### src/rtl/cp0_ctrl_pkg.sv
// cp0_ctrl_pkg: register numbers, field positions and exception codes for the CP0 controller.
package cp0_ctrl_pkg;

    localparam logic [4:0] REG_SR    = 5'd12;
    localparam logic [4:0] REG_CAUSE = 5'd13;
    localparam logic [4:0] REG_EPC   = 5'd14;
    localparam logic [4:0] REG_PRID  = 5'd15;

    localparam int SR_IE       = 0;
    localparam int SR_EXL      = 1;
    localparam int SR_IM_LO    = 10;
    localparam int SR_IM_HI    = 15;
    localparam int CAUSE_EXC_LO = 2;
    localparam int CAUSE_EXC_HI = 6;
    localparam int CAUSE_IP_LO  = 10;
    localparam int CAUSE_IP_HI  = 15;
    localparam int CAUSE_BD     = 31;

    localparam logic [31:0] CP0_EXC_VECTOR = 32'h0000_4180;

    typedef enum logic [4:0] {
        EXC_INT  = 5'd0,
        EXC_ADEL = 5'd4,
        EXC_ADES = 5'd5,
        EXC_RI   = 5'd10,
        EXC_OV   = 5'd12
    } exc_code_e;

endpackage

### src/rtl/cp0_ctrl.sv
// cp0_ctrl: MIPS-style coprocessor 0 holding SR/Cause/EPC/PRId and raising interrupt/exception redirects.
module cp0_ctrl
    import cp0_ctrl_pkg::*;
#(
    parameter logic [31:0] PRID_VAL   = 32'h0000_7001,
    parameter logic [31:0] EXC_VECTOR = CP0_EXC_VECTOR
) (
    input  logic        clk,
    input  logic        reset,
    input  logic [4:0]  A1,
    input  logic [4:0]  A2,
    input  logic [31:0] DIn,
    input  logic        We,
    input  logic [31:0] VPC,
    input  logic        BD,
    input  logic [4:0]  ExcCode,
    input  logic [5:0]  HWInt,
    input  logic        EXLClr,
    output logic        IntReq,
    output logic [31:0] EPC,
    output logic [31:0] DOut
);
    generate
        if (EXC_VECTOR[1:0] != 2'b00) begin : g_vec_chk
            $error("EXC_VECTOR must be word aligned");
        end
    endgenerate

    logic [5:0]  im, ip;
    logic        exl, ie, bd;
    logic [4:0]  exc;
    logic [31:0] epc, sr_word, cause_word;
    logic        int_pend, exc_pend;

    assign int_pend = |(HWInt & im) & ie & ~exl;
    assign exc_pend = (ExcCode != 5'd0) & ~exl;
    assign IntReq   = int_pend | exc_pend;
    assign EPC      = epc;

    assign sr_word    = {16'b0, im, 8'b0, exl, ie};
    assign cause_word = {bd, 15'b0, ip, 3'b0, exc, 2'b0};

    always_comb begin
        DOut = A1 == REG_SR    ? sr_word :
               A1 == REG_CAUSE ? cause_word :
               A1 == REG_EPC   ? epc :
               A1 == REG_PRID  ? PRID_VAL : 32'd0;
    end

    // Redirect takes precedence over mtc0 and eret; EXLClr is applied last so it beats an SR write.
    always_ff @(posedge clk) begin
        if (!reset) begin
            im  <= '0;
            ip  <= '0;
            exl <= 1'b0;
            ie  <= 1'b0;
            bd  <= 1'b0;
            exc <= '0;
            epc <= '0;
        end else begin
            ip <= HWInt;
            if (IntReq) begin
                exl <= 1'b1;
                bd  <= BD;
                epc <= BD ? VPC - 32'd4 : VPC;
                exc <= int_pend ? EXC_INT : ExcCode;
            end else begin
                if (We && A2 == REG_SR) begin
                    im  <= DIn[SR_IM_HI:SR_IM_LO];
                    exl <= DIn[SR_EXL];
                    ie  <= DIn[SR_IE];
                end
                if (We && A2 == REG_EPC)
                    epc <= DIn;
                if (EXLClr)
                    exl <= 1'b0;
            end
        end
    end
endmodule
### config.mk
export PLATFORM = sky130hd
export DESIGN_NAME = cp0_ctrl
export DESIGN_NICKNAME = d
export VERILOG_FILES = /design/src/rtl/cp0_ctrl_pkg.sv /design/src/rtl/cp0_ctrl.sv
export SDC_FILE = /design/constraint.sdc
export NUM_CORES = 1
export LEC_CHECK = 0
export ABC_AREA = 1
export CORE_MARGIN = 2
export CORE_UTILIZATION = 43
export DETAILED_ROUTE_END_ITERATION = 12
export GPL_TIMING_DRIVEN = 0
export PLACE_DENSITY = 0.82
export SLEW_MARGIN = 20
export SYNTH_ARGS = -nofsm -noshare
export SYNTH_HDL_FRONTEND = slang
export SYNTH_SLANG_ARGS = --single-unit
### constraint.sdc
create_clock -name clk -period 1.9 [get_ports clk]
set_input_delay 0.38 -clock clk [delete_from_list [all_inputs] [get_ports clk]]
set_output_delay 0.38 -clock clk [all_outputs]
set_load 0.01 [all_outputs]
==> summary.md <==
| Metric | Value |
|---|---|
| Fraction of layout cells with a size suffix above 1 | `16.3%` |
| PortBufs | `153` |
| Max FO, Critical Path | `4` |
| Yosys warns | `0` |
| Ys flop type | `dfxtp_1` |
| Fmax | `0.537 GHz` |
| Critical Path Start Type | `input pin` |
| Post-Syn Area | `0.00350 mm²` |
| Register area share after synthesis | `29.7%` |
| 1st-pass router iterations | `5` |
| Fin crit share | `98.1%` |
| Unrepaired setup endpoints after global routing | `yes` |
| Clk pin slew, worst setup/hold paths | `110 ps` |
| GRT met3 Usage | `4.25%` |
| Die area | `0.00888 mm²` |
| Met1 Track Usage GR | `41.0%` |
| Worst skew pair latency | `320 ps` |
| 1st-iter DRT viols | `401` |
| Final GP Congestion | `0.970` |
| Die Height | `94.3 µm` |
| First-pass GRT wire length | `21300 µm` |
| PD cells | `505 mW/mm²` |
| Largest net degree at the start of global routing | `18` |
| GRT Residual Overflow | `0` |
| Initial antenna violation count | `0` |
| Crit path max-delay cell type | `nor3_4` |
| CP Buf/Inv Count | `4` |
| Synthesized area per cell | `6.04 µm²` |
| GR peak layer | `met2` |
| Critical path arrival | `1480 ps` |
| Avg WL per Cell | `16.6 µm` |
| CP Capture Type | `primary output` |
| Starting density of the core | `44.9%` |
| Launch point of the worst reg-to-reg path | `im[5]` |
| TritonCTS clock tree | `done` |
| Via Count | `4569` |
| Tmin final | `1860 ps` |
| Setup TNS | `0 ps` |
| Crit path launch | `A1[1]` |
| Syn Inst Count | `580` |
| Commonest non-fill, non-tap cells in the layout | `165 x nand2_1, 102 x clkdlybuf4s50_1, 79 x nor2_1` |
| GRT Total Usage | `30.9%` |
| Final-stage net count | `850` |
| DRC | `0` |
| Most common cell after layout, fill and taps aside | `nand2_1` |
| Tightest Pin Transition | `534 ps` |
| Syn nets | `671` |
| GR Util met2 | `52.6%` |
| H-tree Lvls | `2` |
| Post-route ant nets | `0` |
| Design area | `0.00555 mm²` |
| CTS Buf Count | `5` |
| Via-to-Cell Ratio | `5.30` |
| Flops & latches, synth | `52` |
| DP HPWL | `10700 µm` |
| Asr flop ratio synth | `0%` |
| Fin. max-slew vios | `0` |
| Crit path required time | `1520 ps` |
| Worst hold start | `HWInt[1]` |
| Post-Route WL | `14300 µm` |
| Number of synthesized flops with an enable pin | `0` |
| ANT cells | `0` |
| # clock sinks | `52` |
| Fin. Hold Viols | `0` |
| Max-cap viol count | `0` |
| Status | `finished clean` |
| Post-CTS Hold Fix Bufs | `0` |
| Worst slew margin | `64.4%` |
| Setup Viol. Count Final | `0` |
| Worst hold path class | `input pin to register` |
| Clock Tree Root | `clkbuf_8` |
| Ports | `155` |
| Crit path cell chain | `clkdlybuf4s15_2, nor3_4, clkbuf_8, buf_6, a32o_1, buf_2` |
| Maximum VDD drop | `0.384 mV` |
| P_leak | `2.56 nW` |
| Vias in the first global route | `4295` |
| Area Growth Syn to Fin | `58.4%` |
| Post-DP Area | `0.00516 mm²` |
| Core area | `0.00781 mm²` |
| CP delay by family, top | `buffers and inverters` |
| Distinct cell type count after synthesis | `35` |
| Fin Clk Skew | `18.8 ps` |
| Worst stage delay on the critical path | `290 ps` |
| Max clock buf depth | `2` |
| Chip Width | `94.3 µm` |
| Rows | `32` |
| Crit Path Class | `input pin to primary output` |
## worst min-delay path: stages
cell,delay [ps]
dlymetal6s2s_1,100
nand2_1,50
inv_1,40
## flip-flops by register name (all words and copies together) (netlist names)
register and flops:
exc 5, exl 1, im 6, ie 1
ip 6, bd 1, EPC 32
## cell type report
class | count | area (µm²)
Tap cell | 102 | 128
Sequential cell | 52 | 1040
Inverter | 73 | 279
Clock buffer | 5 | 68.8
Timing Repair Buffer | 172 | 1640
Fill cell | 689 | 2260
Multi-Input combinational cell | 432 | 2170
Clock inverter | 3 | 21.3
Buffer | 23 | 204
## power by group
part / internal (mW) / total, mW / switching (mW) / leakage (nW)
registers: 1.17 / 1.24 / 0.0636 / 0.431
clock network: 0.263 / 0.663 / 0.400 / 0.0445
logic: 0.449 / 0.900 / 0.452 / 2.08
total: 1.88 / 2.80 / 0.916 / 2.56
## cell usage after synthesis, types with 4 or more instances
library cell | instances | area (µm²)
a21oi_1 | 33 | 165
a31oi_1 | 8 | 50.1
a32o_1 | 5 | 50.1
buf_2 | 7 | 35.0
buf_6 | 4 | 45.0
clkbuf_1 | 12 | 45.0
dfxtp_1 | 52 | 1040
inv_1 | 67 | 251
inv_2 | 5 | 18.8
nand2_1 | 169 | 634
nand2_2 | 4 | 25.0
nand3_1 | 33 | 165
nand4_1 | 10 | 62.6
nor2_1 | 86 | 323
nor2_2 | 6 | 37.5
nor3_2 | 4 | 40.0
o21ai_0 | 28 | 140
o21ai_1 | 8 | 40.0
xor2_1 | 14 | 123
## routing by layer
layer,vias up,share of wire (%)
li1,2201,-
met1,2055,41
met2,272,47
met3,41,9.3
met4,0,2.8
met5,-,0
## worst paths after layout
check | endpoint | slack, ps | cells after the start
max | DOut[6] | 40 | 6
min | ip[1] | 280 | 3
max reg2reg | exc[1] | 150 | 12
min reg2reg | EPC[26] | 490 | 2
## cell families after synthesis
kind of cell | synth area share (%)
AND/OR/NAND/NOR | 40.5
buffers and inverters | 11.4
flip-flops | 29.7
XOR/XNOR | 3.75
adder cells (fa/ha/maj) | 0.357
AO/OA/AOI/OAI | 14.3
## metrics by stage
stage / cells / power (mW) / util, % / hold slack, ps / worst slack (ps)
2_1_floorplan: 580 / 1.60 / - / 438 / 177
3_3_place_gp: 835 / 2.07 / 66.1 / 450 / -1140
3_5_place_dp: 835 / 2.08 / 66.1 / 463 / -1160
4_1_cts: 857 / 2.73 / 69.2 / 476 / -41.4
5_1_grt: 862 / 2.92 / 71.1 / 298 / -46.4
6_report: 862 / 2.80 / 71.1 / 282 / 36.6
## what timing repair did
item                       CTS  global route
setup endpoints to repair   43            64
gates resized for setup    154            60
pin swaps                    6            17
cloned                       1             1
buffers inserted            13             6
No activity file was read; power rests on OpenSTA's default activity.
